`config.mk`:
```
export PLATFORM = sky130hd
export DESIGN_NAME = rst_seq
export DESIGN_NICKNAME = d
export VERILOG_FILES = /design/src/rtl/rst_seq.sv
export SDC_FILE = /design/constraint.sdc
export NUM_CORES = 1
export LEC_CHECK = 0
export CAP_MARGIN = 20
export CORE_UTILIZATION = 56
export CTS_BUF_LIST = sky130_fd_sc_hd__clkbuf_4 sky130_fd_sc_hd__clkbuf_8 sky130_fd_sc_hd__clkbuf_16
export CTS_CLUSTER_SIZE = 10
export DETAILED_ROUTE_END_ITERATION = 10
export GPL_TIMING_DRIVEN = 0
export PLACE_DENSITY = 0.84
export SLEW_MARGIN = 20
export SYNTH_ARGS = -nofsm -noshare
export SYNTH_HDL_FRONTEND = slang
export SYNTH_SLANG_ARGS = --single-unit
```
`constraint.sdc`:
```
create_clock -name clk -period 4.7 [get_ports clk]
set_clock_uncertainty 0.2 [all_clocks]
set_input_delay 0.705 -clock clk [delete_from_list [all_inputs] [get_ports clk]]
set_output_delay 0.705 -clock clk [all_outputs]
set_load 0.02 [all_outputs]
```
`src/rtl/rst_seq.sv`:
```
// rst_seq: parametrised reset sequencer for NUM_CH dependent reset domains.
//
// Releases the domains in order after a cold count, watches one asynchronous
// fault input per domain, and on a debounced fault re-resets the faulting
// domain plus every domain after it. Once the fault has stayed clear for
// HOLD_CYCLES, those domains are released again in order.
//
// Ports:
//   clk         sequencer clock
//   rst         synchronous active-high reset
//   fault_in    per-channel asynchronous active-high fault
//   sw_rst_req  single-cycle request for a full cold restart
//   ch_rst      per-domain active-high reset (registered)
//   ready       all domains released and no fault pending (registered)
//   state       00 COLD, 01 RELEASE, 10 RUN, 11 HOLD
//   fault_cnt   per-channel saturating accepted-fault count, channel i at [i*CNT_W +: CNT_W]
//   heartbeat   free-running blink, gated by ready (registered)
module rst_seq #(
    parameter int unsigned NUM_CH      = 3,
    parameter int unsigned COLD_CYCLES = 16384,
    parameter int unsigned STAGE_GAP   = 1024,
    parameter int unsigned HOLD_CYCLES = 4096,
    parameter int unsigned DEBOUNCE    = 8,
    parameter int unsigned CNT_W       = 8,
    parameter int unsigned HB_BIT      = 24
) (
    input  logic                    clk,
    input  logic                    rst,
    input  logic [NUM_CH-1:0]       fault_in,
    input  logic                    sw_rst_req,
    output logic [NUM_CH-1:0]       ch_rst,
    output logic                    ready,
    output logic [1:0]              state,
    output logic [NUM_CH*CNT_W-1:0] fault_cnt,
    output logic                    heartbeat
);

    localparam int unsigned TMR_MAX_A = (COLD_CYCLES > STAGE_GAP) ? COLD_CYCLES : STAGE_GAP;
    localparam int unsigned TMR_MAX   = (TMR_MAX_A > HOLD_CYCLES) ? TMR_MAX_A : HOLD_CYCLES;
    localparam int unsigned TW        = $clog2(TMR_MAX + 1);
    localparam int unsigned IW        = (NUM_CH > 1) ? $clog2(NUM_CH) : 1;
    // Debounce counter saturates one above DEBOUNCE so the event fires once.
    localparam int unsigned DW        = $clog2(DEBOUNCE + 2);

    typedef enum logic [1:0] {
        StCold    = 2'b00,
        StRelease = 2'b01,
        StRun     = 2'b10,
        StHold    = 2'b11
    } st_e;

    st_e                  st_q, st_d;
    logic [TW-1:0]        tmr_q, tmr_d;
    logic [IW-1:0]        idx_q, idx_d;
    logic [IW-1:0]        hk_q, hk_d;
    logic [IW-1:0]        rs_q, rs_d;
    logic [NUM_CH-1:0]    ch_rst_q, ch_rst_d;
    logic                 ready_q, ready_d;
    logic                 heartbeat_q, heartbeat_d;
    logic [HB_BIT:0]      free_cnt_q, free_cnt_d;

    logic [NUM_CH-1:0]    sync1_q, fs_q;
    logic [DW-1:0]        db_q [NUM_CH];
    logic [DW-1:0]        db_d [NUM_CH];
    logic [CNT_W-1:0]     fcnt_q [NUM_CH];
    logic [CNT_W-1:0]     fcnt_d [NUM_CH];

    logic [NUM_CH-1:0]    ev;
    logic                 any_ev;
    logic [IW-1:0]        k;
    logic [NUM_CH-1:0]    kmask;

    // ------------------------------------------------------------------
    // Debounce, event detection and fault counting
    // ------------------------------------------------------------------
    always_comb begin
        for (int i = 0; i < NUM_CH; i++) begin
            db_d[i] = '0;
            if (fs_q[i]) begin
                if (db_q[i] == DW'(DEBOUNCE + 1)) begin
                    db_d[i] = db_q[i];
                end else begin
                    db_d[i] = db_q[i] + 1'b1;
                end
            end
            ev[i] = (db_q[i] == DW'(DEBOUNCE));
        end
    end

    always_comb begin
        for (int i = 0; i < NUM_CH; i++) begin
            fcnt_d[i] = fcnt_q[i];
            if ((st_q != StCold) && ev[i] && (fcnt_q[i] != {CNT_W{1'b1}})) begin
                fcnt_d[i] = fcnt_q[i] + 1'b1;
            end
        end
    end

    // Lowest faulting channel and the mask of it and every channel after it.
    always_comb begin
        k      = '0;
        any_ev = |ev;
        for (int i = NUM_CH - 1; i >= 0; i--) begin
            if (ev[i]) begin
                k = IW'(i);
            end
        end
        kmask = '0;
        for (int i = 0; i < NUM_CH; i++) begin
            kmask[i] = (i >= int'(k));
        end
    end

    // ------------------------------------------------------------------
    // Sequencer next state
    // ------------------------------------------------------------------
    always_comb begin
        st_d     = st_q;
        tmr_d    = tmr_q;
        idx_d    = idx_q;
        hk_d     = hk_q;
        rs_d     = rs_q;
        ch_rst_d = ch_rst_q;
        ready_d  = ready_q;

        if (sw_rst_req) begin
            st_d     = StCold;
            tmr_d    = '0;
            ch_rst_d = '1;
            ready_d  = 1'b0;
        end else begin
            unique case (st_q)
                StCold: begin
                    ch_rst_d = '1;
                    ready_d  = 1'b0;
                    if (tmr_q == TW'(COLD_CYCLES - 1)) begin
                        st_d        = StRelease;
                        tmr_d       = '0;
                        idx_d       = '0;
                        ch_rst_d[0] = 1'b0;
                    end else begin
                        tmr_d = tmr_q + 1'b1;
                    end
                end

                StRelease: begin
                    if (any_ev) begin
                        st_d     = StHold;
                        tmr_d    = '0;
                        hk_d     = k;
                        ch_rst_d = ch_rst_q | kmask;
                        ready_d  = 1'b0;
                        // Channels above idx were never released; if the fault sits
                        // above them, re-release has to start at the first one still
                        // held so the ordering is kept.
                        rs_d     = (k <= idx_q) ? k : idx_q + 1'b1;
                    end else if (tmr_q == TW'(STAGE_GAP - 1)) begin
                        tmr_d = '0;
                        if (idx_q == IW'(NUM_CH - 1)) begin
                            st_d    = StRun;
                            ready_d = 1'b1;
                        end else begin
                            idx_d           = idx_q + 1'b1;
                            ch_rst_d[idx_d] = 1'b0;
                        end
                    end else begin
                        tmr_d = tmr_q + 1'b1;
                    end
                end

                StRun: begin
                    ready_d = 1'b1;
                    if (any_ev) begin
                        st_d     = StHold;
                        tmr_d    = '0;
                        hk_d     = k;
                        rs_d     = k;
                        ch_rst_d = ch_rst_q | kmask;
                        ready_d  = 1'b0;
                    end
                end

                StHold: begin
                    ready_d = 1'b0;
                    if (any_ev && (k < hk_q)) begin
                        // Escalate to the lower channel; higher events are only counted.
                        hk_d     = k;
                        rs_d     = (k < rs_q) ? k : rs_q;
                        tmr_d    = '0;
                        ch_rst_d = ch_rst_q | kmask;
                    end else if (fs_q[hk_q]) begin
                        tmr_d = '0;
                    end else if (tmr_q == TW'(HOLD_CYCLES - 1)) begin
                        st_d           = StRelease;
                        tmr_d          = '0;
                        idx_d          = rs_q;
                        ch_rst_d[rs_q] = 1'b0;
                    end else begin
                        tmr_d = tmr_q + 1'b1;
                    end
                end

                default: begin
                    st_d = StCold;
                end
            endcase
        end

        free_cnt_d  = free_cnt_q + 1'b1;
        heartbeat_d = ready_d & free_cnt_d[HB_BIT];
    end

    // ------------------------------------------------------------------
    // State registers
    // ------------------------------------------------------------------
    always_ff @(posedge clk) begin
        if (rst) begin
            st_q        <= StCold;
            tmr_q       <= '0;
            idx_q       <= '0;
            hk_q        <= '0;
            rs_q        <= '0;
            ch_rst_q    <= '1;
            ready_q     <= 1'b0;
            heartbeat_q <= 1'b0;
            free_cnt_q  <= '0;
            sync1_q     <= '0;
            fs_q        <= '0;
            for (int i = 0; i < NUM_CH; i++) begin
                db_q[i]   <= '0;
                fcnt_q[i] <= '0;
            end
        end else begin
            st_q        <= st_d;
            tmr_q       <= tmr_d;
            idx_q       <= idx_d;
            hk_q        <= hk_d;
            rs_q        <= rs_d;
            ch_rst_q    <= ch_rst_d;
            ready_q     <= ready_d;
            heartbeat_q <= heartbeat_d;
            free_cnt_q  <= free_cnt_d;
            sync1_q     <= fault_in;
            fs_q        <= sync1_q;
            for (int i = 0; i < NUM_CH; i++) begin
                db_q[i]   <= db_d[i];
                fcnt_q[i] <= fcnt_d[i];
            end
        end
    end

    // ------------------------------------------------------------------
    // Outputs
    // ------------------------------------------------------------------
    always_comb begin
        for (int i = 0; i < NUM_CH; i++) begin
            fault_cnt[i*CNT_W +: CNT_W] = fcnt_q[i];
        end
    end

    assign ch_rst    = ch_rst_q;
    assign ready     = ready_q;
    assign state     = st_q;
    assign heartbeat = heartbeat_q;

endmodule

```
==> results of run 1 <==
[worst max-delay path: stages, from the launching register on]
cell and delay (ns):
dfxtp_1 0.43, inv_1 0.07, ha_1 0.23, and3b_1 0.24, nor3_1 0.66, ha_1 0.38, and4b_1 0.19, a2111oi_0 0.45
a32oi_1 0.18, nor3_2 0.22, mux2i_1 0.22, nor2_1 0.05
[power groups by stage]
stage	clock network (mW)	logic, mW	registers (mW)
after CTS	0.562	0.0379	0.816
after global placement	0	0.0359	0.834
after global routing	0.598	0.0415	0.817
final	0.554	0.0375	0.816
after detailed placement	0	0.0372	0.834
after floorplan	0	0.0238	0.833
[kinds of logic (layout without fill, tap and decap cells)]
family | Yosys count | count (layout)
fa+ha+maj | 27 | 27
mux | 13 | 13
simple gates | 238 | 238
flops | 95 | 95
xor+xnor | 54 | 54
buf+inv | 38 | 90
compound gates | 74 | 74
[layout by cell type (no fill, tap or decap), types with 3 or more instances in the layout]
master            n
dfxtp_1          95
nor2_1           82
xor2_1           38
clkdlybuf4s50_1  36
nand3_1          28
ha_1             27
nand2_1          24
inv_1            23
nand4_1          19
o21ai_0          17
xnor2_1          16
and3_1           13
mux2i_1          13
nor2b_1          12
a21oi_1          12
clkbuf_1          9
clkbuf_8          9
a211oi_1          7
nor3_1            6
and4_1            6
or3_1             6
nand3b_1          5
nand2b_1          5
and2_1            4
o211ai_1          4
or4_1             4
buf_4             3
nor3_2            3
o21a_1            3
nor4_1            3
[metal layers]
metal | vias up | global-route usage (%) | routed length (um)
met5 | - | 0 | 0
met4 | 0 | 11.1 | 147
met3 | 10 | 4.07 | 370
met2 | 86 | 43.6 | 5320
met1 | 1900 | 29.3 | 4820
li1 | 1997 | - | -
[area by class of cell]
cell class | count | share of cell area (%)
multi-input cells | 406 | 50.6
well taps | 105 | 2.35
inverters | 23 | 1.54
clock inverters | 6 | 1.21
flip-flops and latches | 95 | 34.0
repair buffers | 36 | 6.45
clock buffers | 10 | 2.35
plain buffers | 15 | 1.50
[flip-flops by register name, summed over array words and instances, names as in the netlist]
| name | count |
|---|---|
| rs_q | 2 |
| fs_q | 3 |
| tmr_q | 15 |
| ready | 1 |
| free_cnt_q | 25 |
| sync1_q | 3 |
| heartbeat | 1 |
| state | 2 |
| fcnt_q | 24 |
| hk_q | 2 |
| ch_rst | 3 |
| db_q | 12 |
| idx_q | 2 |
[stage by stage]
step	util, %	power, mW	setup WS, ns
after floorplan	-	0.857	1.65
after global placement	64.6	0.870	1.22
after detailed placement	64.6	0.871	1.14
after CTS	67.0	1.42	1.11
after global routing	67.0	1.46	0.817
final	67.0	1.41	1.08
[path summary, 6_finish.rpt]
kind / cells after the start / end / start / slack [ns]
worst max-delay path: 11 / rs_q[0] / db_q[0][0] / 1.08
worst min-delay path: 1 / fs_q[1] / sync1_q[1] / 0.24
worst max register to register: 11 / rs_q[0] / db_q[0][0] / 1.08
worst min register to register: 1 / fs_q[1] / sync1_q[1] / 0.24
==> results by group, run 1 <==
Synthesis
  • Mux cell area share after synthesis: 2.66%
  • Seq/Total Area, Yosys: 38.8%
  • Post-Synthesis Cells: 539
  • Share of the synthesized area in the top cell type: 38.8%
  • Synthesized area: 0.00490 mm^2
  • Yosys reg bits: 95
  • Post-synth top area cell: dfxtp_1
  • Top cells by area, synth: dfxtp_1 (39%), ha_1 (6.9%), xor2_1 (6.8%)
  • Mean post-synth cell area: 9.09 um^2
  • Largest family of logic cells by synthesized area: simple AND/OR/NAND/NOR gates
  • Post-Synth Simple-Gate Area: 26.2%
  • Synth warnings: 0
  • Post-Syn Nets: 572
  • Post-synth EDFFs: 0
  • Post-synth ARST share: 0%
  • Unique masters post-synth: 67
  • Synth Area in Compound Gates: 12.3%
  • Commonest cells post-synth: dfxtp_1 (95), nor2_1 (82), xor2_1 (38)
  • Adder-Cell Fraction of Synth Area: 6.90%
  • Primary FF master, synth: dfxtp_1
  • Most common cell in the netlist: dfxtp_1
  • Post-Synth XOR/XNOR Area: 9.66%

Global route
  • Antenna violations before repair: 0
  • First-pass GRT wire length: 17,600 um
  • Total GRT Usage: 24.7%
  • Largest net degree at the start of global routing: 17
  • GR Overflow Total: 0
  • Vias in the first global route: 3,828

Die
  • Row Count: 33
  • I/O Pins: 37
  • Chip Width: 95.5 um
  • Core area: 0.00834 mm^2
  • Die area: 0.00913 mm^2
  • Initial core utilization: 58.7%
  • Height of the die: 95.5 um

Power and ir drop
  • Leakage power: 1.97 nW
  • Power per cell area: 252 mW/mm^2
  • Sequential share of power: 58.0%
  • NetSw: 0.327 mW
  • Clock power frac: 39.4%
  • Comb power frac: 2.7%
  • VDD IR max: 181 uV
  • Switching share of total power: 23.2%
  • Cell-internal power: 1.08 mW

Timing
  • Final TNS setup: 0 ns
  • FMAX: 276 MHz
  • Slew margin rel.: 47.6%
  • Minimum hold slack: 0.245 ns
  • Tcrit/Tclk final: 77.0%
  • RSZ-0062 raised after global routing: no
  • Pins Over Slew Limit: 0
  • Endpoints failing setup: 0
  • Crit path time final: 3.62 ns
  • Final Hold Fails: 0
  • Worst Tran Pin Value: 0.780 ns

Layout
  • Footprint of the multi-input gates: 0.00283 mm^2
  • Layout fillers: 664
  • Syn-to-layout area delta: 14.1%
  • Share of layout cells above drive strength 1: 7.95%
  • Final nets: 619
  • Cell area after layout: 0.00559 mm^2
  • Register area: 0.00190 mm^2
  • Final Non-Filler Cells: 696
  • N_diodes: 0

Setup path
  • Startpoint types: flop
  • Worst Setup End Kind: flop
  • CP Data Arrival Time: 3.66 ns
  • Crit path kind: reg -> reg
  • Worst Path Required: 4.74 ns
  • Worst-path maximum fanout: 6

Outcome
  • Outcome: finished, final reports clean

Placed design
  • Hpwl dp: 7650 um
  • Area of placed instances: 0.00539 mm^2
  • Routability Congestion: 0.915
  • Port Buffers: 36
  • Placed Cells: 680

Clock network
  • H-tree Lvls: 3
  • Root buf cell: clkbuf_8
  • CTS sink count: 95
  • Postcts setup bufs: 0
  • Hold_buf cts: 0
  • Worst-path clk slew: 0.10 ns
  • Post_cts resized: 0
  • Clock Tree Buf Depth: 2
  • TritonCTS clock tree: done
  • CTS buffer count: 9
  • Clk Latency, worst-skew pair: 0.37 ns

Drt
  • ANT nets after route: 0
  • Post-DR wirelength/cell: 15.3 um
  • Vias/cell: 5.74
  • Residual DRC count: 0
  • Pre-antenna DRT Iters: 5
  • DR vias: 3,993
  • Final wirelength: 10,700 um
  • Starting DRT DRC Count: 193

Flow run
  • Max_cap viols: 0

Min path
  • Worst Hold Class: reg -> reg
No activity file was read; power rests on OpenSTA's default activity.
==> run 2: changes to the inputs <==
- clock period: 4.7 -> 3.5 ns (I/O delays scaled with it)
==> run 2 against run 1 <==
Sequential cell count stayed put; critical path depth stayed put; highest routed layer unchanged; combinational power is 35% higher; wire length is 0.61% lower; final cell count stayed put; first-iteration DRC count is 12% lower; register-to-register slack worse by 0.83 ns; hold slack hardly changed; sequential share of layout area is 0.068 points lower.
==> results by group, run 2 (synthesis gave the netlist of run 1 again) <==
Layout
  • Max FFs per register: 25 (unchanged)
  • N_diodes: 0 (unchanged)
  • Register with the most flip-flops: free_cnt_q
  • Most frequent cells in the layout: dfxtp_1 (95), nor2_1 (82), xor2_1 (38)
  • Cell area after layout: 0.00560 mm^2 (+0.20%)
  • Biggest regs: free_cnt_q x25, fcnt_q x24, tmr_q x15
  • Layout fillers: 660 (-0.60%)
  • Most common cell after layout, fill and taps aside: dfxtp_1
  • Syn-to-layout area delta: 14.3%
  • Final nets: 619 (unchanged)
  • Share of layout cells above drive strength 1: 8.12% (+0.17 points)

Clock network
  • CTS sink count: 95 (unchanged)
  • Root buf cell: clkbuf_8
  • Clock Tree Buf Depth: 2 (unchanged)
  • H-tree Lvls: 3 (unchanged)
  • CTS buffer count: 9 (unchanged)
  • TritonCTS clock tree: done
  • Clk Latency, worst-skew pair: 0.37 ns (about the same)
  • Postcts setup bufs: 0 (unchanged)
  • Hold_buf cts: 0 (unchanged)
  • Worst-path clk slew: 0.10 ns (about the same)

Die
  • Initial core utilization: 58.7% (unchanged)
  • Chip Width: 95.5 um (unchanged)
  • Core area: 0.00834 mm^2 (unchanged)
  • Height of the die: 95.5 um (unchanged)
  • Die area: 0.00913 mm^2 (unchanged)
  • Row Count: 33 (unchanged)
  • I/O Pins: 37 (unchanged)

Global route
  • Antenna violations before repair: 0 (unchanged)
  • Met1 Usage GRT: 29.2% (-0.15 points)
  • GR Overflow Total: 0 (unchanged)
  • Total GRT Usage: 24.7% (unchanged)
  • GRT met3 Usage: 4.07% (unchanged)
  • First-pass GRT wire length: 17,500 um (-0.12%)
  • Largest net degree at the start of global routing: 17 (unchanged)
  • Vias in the first global route: 3,833 (+0.13%)
  • Met2 usage: 43.8% (+0.18 points)
  • Busiest layer in global routing: met2

Timing
  • Minimum hold slack: 0.245 ns (-0.0000360 ns)
  • Crit path time final: 3.25 ns (-0.374 ns)
  • Tcrit/Tclk final: 92.7% (+16 points)
  • Worst Tran Pin Value: 0.691 ns (-0.0889 ns)
  • Slew margin rel.: 53.5% (+5.9 points)
  • Final Hold Fails: 0 (unchanged)
  • Pins Over Slew Limit: 0 (unchanged)
  • FMAX: 308 MHz (+12%)
  • Endpoints failing setup: 0 (unchanged)

Placed design
  • Hpwl dp: 7650 um (unchanged)
  • Port Buffers: 36 (unchanged)
  • Routability Congestion: 0.915 (unchanged)
  • Area of placed instances: 0.00539 mm^2 (unchanged)

Drt
  • DR vias: 4,034 (+1.0%)
  • Vias/cell: 5.80 (+1.0%)
  • Residual DRC count: 0 (unchanged)
  • Pre-antenna DRT Iters: 5 (unchanged)
  • Starting DRT DRC Count: 170 (-12%)
  • Final wirelength: 10,600 um (-0.61%)
  • Post-DR wirelength/cell: 15.2 um (-0.61%)
  • ANT nets after route: 0 (unchanged)

Power and ir drop
  • Power per cell area: 337 mW/mm^2 (+34%)
  • VDD IR max: 243 uV (+34%)
  • Leakage power: 1.97 nW (about the same)
  • Total power: 1.89 mW (+34%)

Setup path
  • Worst-path maximum fanout: 6 (unchanged)
  • Crit path kind: reg -> reg
  • R2r endpoint: rs_q[0]
  • Path depth of the worst reg2reg path: 11 (unchanged)
  • Worst Setup End Kind: flop
  • CP Data Arrival Time: 3.28 ns (-0.38 ns)
  • Startpoint types: flop
  • R2r setup slk: 0.25 ns (-0.83 ns)
  • Worst reg2reg startpoint: db_q[0][0]
  • Worst Path Required: 3.54 ns (-1.20 ns)

Outcome
  • Outcome: finished, final reports clean

Min path
  • Worst Min Path Start: sync1_q[1]
  • Worst Hold Path Cells: 1 (unchanged)
  • Worst Hold Class: reg -> reg
  • WHS Endpoint: fs_q[1]

Flow run
  • Max_cap viols: 0 (unchanged)
==> run 2: cell count changes in the layout (fill, tap and decap cells not counted) <==
| cell | previous run | this run |
|---|---|---|
| nor3_1 | 6 | 5 |
| nor3_4 | 0 | 1 |
==> run 2: cell type report <==
cell class              count  area [um^2]  share of cell area, %
well taps                 105          131                   2.35
clock inverters             6         67.6                   1.21
flip-flops and latches     95         1900                   34.0
inverters                  23         86.3                   1.54
repair buffers             36          360                   6.43
clock buffers              10          131                   2.35
plain buffers              15         83.8                   1.50
multi-input cells         406         2840                   50.7
==> run 2: critical path, cell delays in order, from the launching register on <==
cell and delay, ns:
dfxtp_1 0.43, inv_1 0.07, ha_1 0.24, and3b_1 0.26
nor3_4 0.33, ha_1 0.31, and4b_1 0.19, a2111oi_0 0.45
a32oi_1 0.18, nor3_2 0.22, mux2i_1 0.22, nor2_1 0.05
==> run 2: worst max path at each step <==
| stage | to | slack, ns | start |
|---|---|---|---|
| after floorplan | rs_q[0] | 0.45 | db_q[0][0] |
| after global placement | rs_q[0] | 0.02 | db_q[0][0] |
| after detailed placement | rs_q[0] | -0.06 | db_q[0][0] |
| after CTS | rs_q[0] | 0.16 | db_q[0][0] |
| after global routing | rs_q[1] | -0.005 | db_q[0][0] |
| final | rs_q[0] | 0.25 | db_q[0][0] |
==> run 2: routing by layer <==
layer / wire length (um) / part of all wire, %
met2: 5300 / 50
met5: 0 / 0
met1: 4780 / 45
met4: 189 / 1.8
met3: 329 / 3.1
==> run 2: power by group <==
| part | total (mW) | switching, mW | internal [mW] |
|---|---|---|---|
| combinational | 0.0505 | 0.0309 | 0.0197 |
| clock | 0.743 | 0.401 | 0.342 |
| sequential | 1.10 | 0.00686 | 1.09 |
==> run 2: timing repair <==
action	CTS	global route
setup endpoints to repair	2	2
gates resized for setup	1	1
gates cloned	0	0
==> run 2: through the flow <==
stage                     instances  setup WS, ns  utilization (%)  setup TNS [ns]
after floorplan                 539         0.451                -               0
after global placement          680        0.0198             64.6               0
after detailed placement        680       -0.0557             64.6         -0.0619
after CTS                       696         0.163             67.1               0
after global routing            696      -0.00485             67.1        -0.00608
final                           696         0.254             67.1               0
==> run 3: changes to the inputs <==
- CORE_MARGIN: unset -> 2
- CORE_UTILIZATION: 56 -> 25
- PLACE_DENSITY: 0.84 -> 0.48
- SETUP_SLACK_MARGIN: unset -> 0.4
==> run 3 against run 2 <==
First-iteration DRC count grew 48%; non-clock buffer count grew 9; combinational power grew 3%; setup slack gained 0.31 ns; via count shrank 1.7%; wire length grew 8.1%; cell area grew 7.4%; clock power grew 36%; sequential power is essentially flat; core utilization shrank 36 points; die area grew 130%; sequential cell count is the same; critical path type unchanged; highest routed layer unchanged.
==> results by group, run 3 (synthesis gave the netlist of run 1 again) <==
Layout
  • Register with the most flip-flops: free_cnt_q
  • Syn-to-layout area delta: 22.8%
  • Biggest regs: free_cnt_q x25, fcnt_q x24, tmr_q x15
  • Max FFs per register: 25 (unchanged)
  • Final Util: 31.1% (-36 points)
  • Most common cell after layout, fill and taps aside: dfxtp_1
  • N_diodes: 0 (unchanged)
  • Final nets: 628 (+1.5%)
  • Most frequent cells in the layout: dfxtp_1 (92), nor2_1 (82), xor2_1 (38)
  • Share of layout cells above drive strength 1: 10.7% (+2.5 points)

Setup path
  • R2r endpoint: idx_q[0]
  • Worst-path maximum fanout: 5 (-1)
  • Slowest CP cell: or4_1
  • Worst Setup End Kind: flop
  • R2r setup slk: 0.57 ns (+0.31 ns)
  • Startpoint types: flop
  • CP Data Arrival Time: 2.99 ns (-0.29 ns)
  • Crit path kind: reg -> reg
  • CP cell instances: inv_1 > ha_2 > and3b_2 > nor3_4 > buf_4 > ha_1 > o211ai_4 > a2111oi_4 > o21ai_4 > or4_1 > o31ai_1
  • Worst reg2reg startpoint: db_q[0][1]
  • Worst Path Required: 3.56 ns (+0.02 ns)
  • CP peak stage delay: 0.51 ns (+0.06 ns)
  • Path depth of the worst reg2reg path: 11 (unchanged)
  • CP delay by family, top: simple AND/OR/NAND/NOR gates
  • Critical path buffer and inverter count: 2 (+1)

Clock network
  • CTS sink count: 95 (unchanged)
  • Worst-path clk slew: 0.07 ns (-0.03 ns)
  • Clock Tree Buf Depth: 2 (unchanged)
  • Hold_buf cts: 0 (unchanged)
  • Clk Latency, worst-skew pair: 0.35 ns (-0.02 ns)
  • CTS buffer count: 9 (unchanged)
  • Root buf cell: clkbuf_16
  • TritonCTS clock tree: done
  • H-tree Lvls: 3 (unchanged)

Flow run
  • Max_cap viols: 0 (unchanged)

Drt
  • Post-DR wirelength/cell: 13.3 um (-13%)
  • ANT nets after route: 0 (unchanged)
  • Residual DRC count: 0 (unchanged)
  • DR vias: 3,964 (-1.7%)
  • Pre-antenna DRT Iters: 4 (-1)
  • Final wirelength: 11,500 um (+8.1%)
  • Vias/cell: 4.58 (-21%)
  • Starting DRT DRC Count: 252 (+48%)

Placed design
  • Port Buffers: 36 (unchanged)
  • Hpwl dp: 8490 um (+11%)
  • DP Worst Slack: -0.225 ns (-0.169 ns)
  • Routability Congestion: 0.818 (-11%)

Power and ir drop
  • Total power: 2.16 mW (+14%)
  • Power per cell area: 359 mW/mm^2 (+6.5%)
  • VDD IR max: 226 uV (-6.8%)
  • Leakage power: 2.07 nW (+5.2%)

Timing
  • Final setup margin: 0.567 ns (+0.313 ns)
  • Tcrit/Tclk final: 83.8% (-8.9 points)
  • Crit path time final: 2.93 ns (-0.313 ns)
  • RSZ-0062 raised after global routing: no
  • Slew margin rel.: 40.5% (-13 points)
  • Pins Over Slew Limit: 0 (unchanged)
  • Endpoints failing setup: 0 (unchanged)
  • Final Hold Fails: 0 (unchanged)
  • Worst Tran Pin Value: 0.884 ns (+0.193 ns)
  • Final TNS setup: 0 ns (unchanged)
  • FMAX: 341 MHz (+11%)

Min path
  • WHS Endpoint: fs_q[1]
  • Worst Hold Path Cells: 1 (unchanged)
  • Worst Hold Class: reg -> reg
  • Worst Min Path Start: sync1_q[1]

Die
  • Core area: 0.0193 mm^2 (+130%)
  • I/O Pins: 37 (unchanged)
  • Die area: 0.0207 mm^2 (+130%)
  • Initial core utilization: 25.3% (-33 points)
  • Chip Width: 144 um (+51%)
  • Row Count: 51 (+55%)
  • Height of the die: 144 um (+51%)

Global route
  • GR Overflow Total: 0 (unchanged)
  • Vias in the first global route: 3,855 (+0.57%)
  • Antenna violations before repair: 0 (unchanged)
  • First-pass GRT wire length: 19,200 um (+9.3%)
  • Largest net degree at the start of global routing: 18 (+1)
  • Total GRT Usage: 11.7% (-13 points)

Outcome
  • Outcome: finished, final reports clean
-- run 3: worst max path at each step --
stage               start       end  slack, ns  cells after the start
2_1_floorplan  db_q[0][0]   rs_q[0]       0.45                     11
3_3_place_gp   db_q[0][0]   rs_q[0]      -0.20                     11
3_5_place_dp   db_q[0][0]   rs_q[0]      -0.22                     11
4_1_cts        db_q[0][4]   rs_q[0]       0.42                     11
5_1_grt        db_q[0][1]  idx_q[0]       0.41                     11
6_report       db_q[0][1]  idx_q[0]       0.57                     11
-- run 3: area by class of cell --
type                       instances  area [um^2]
multi-input combinational        406         2880
clock inverter                     7         77.6
buffer                            15         83.8
inverter                          23         86.3
tap                              265          332
clock buffer                       9          225
fill                            2003        13300
sequential                        95         1910
timing repair buffer              45          428
-- run 3: power by group --
group	internal (mW)	switching, mW	total [mW]
registers	1.09	0.00698	1.10
logic	0.0203	0.0318	0.0522
clock network	0.563	0.451	1.01
total	1.67	0.489	2.16
-- run 3: worst register-to-register path, delay by kind of cell (launching register included) --
kind / cells / cell delay [ns]
simple gates: 3 / 0.82
buf+inv: 2 / 0.25
compound gates: 4 / 0.73
flops: 1 / 0.33
fa+ha+maj: 2 / 0.51
-- run 3: repair_timing --
| action | in CTS | in global routing |
|---|---|---|
| buffers inserted | 1 | 8 |
| pin swaps | 2 | 3 |
| endpoints found under the setup margin | 26 | 6 |
| gates resized for setup | 5 | 8 |
-- run 3: metal layers --
layer  GRT usage, %  routed length (um)  vias to the layer above
met4           3.87                 143                        0
met1           15.2                5460                     1877
li1               -                   -                     2020
met3           2.91                 460                       12
met5              0                   0                        -
met2           19.0                5400                       55
-- run 3: metrics by stage --
stage / hold WS [ns] / cells / cell area [um^2]
2_1_floorplan: 0.214 / 539 / 4900
3_3_place_gp: 0.234 / 840 / 5590
3_5_place_dp: 0.231 / 840 / 5590
4_1_cts: 0.249 / 857 / 5930
5_1_grt: 0.261 / 865 / 6010
6_report: 0.240 / 865 / 6010
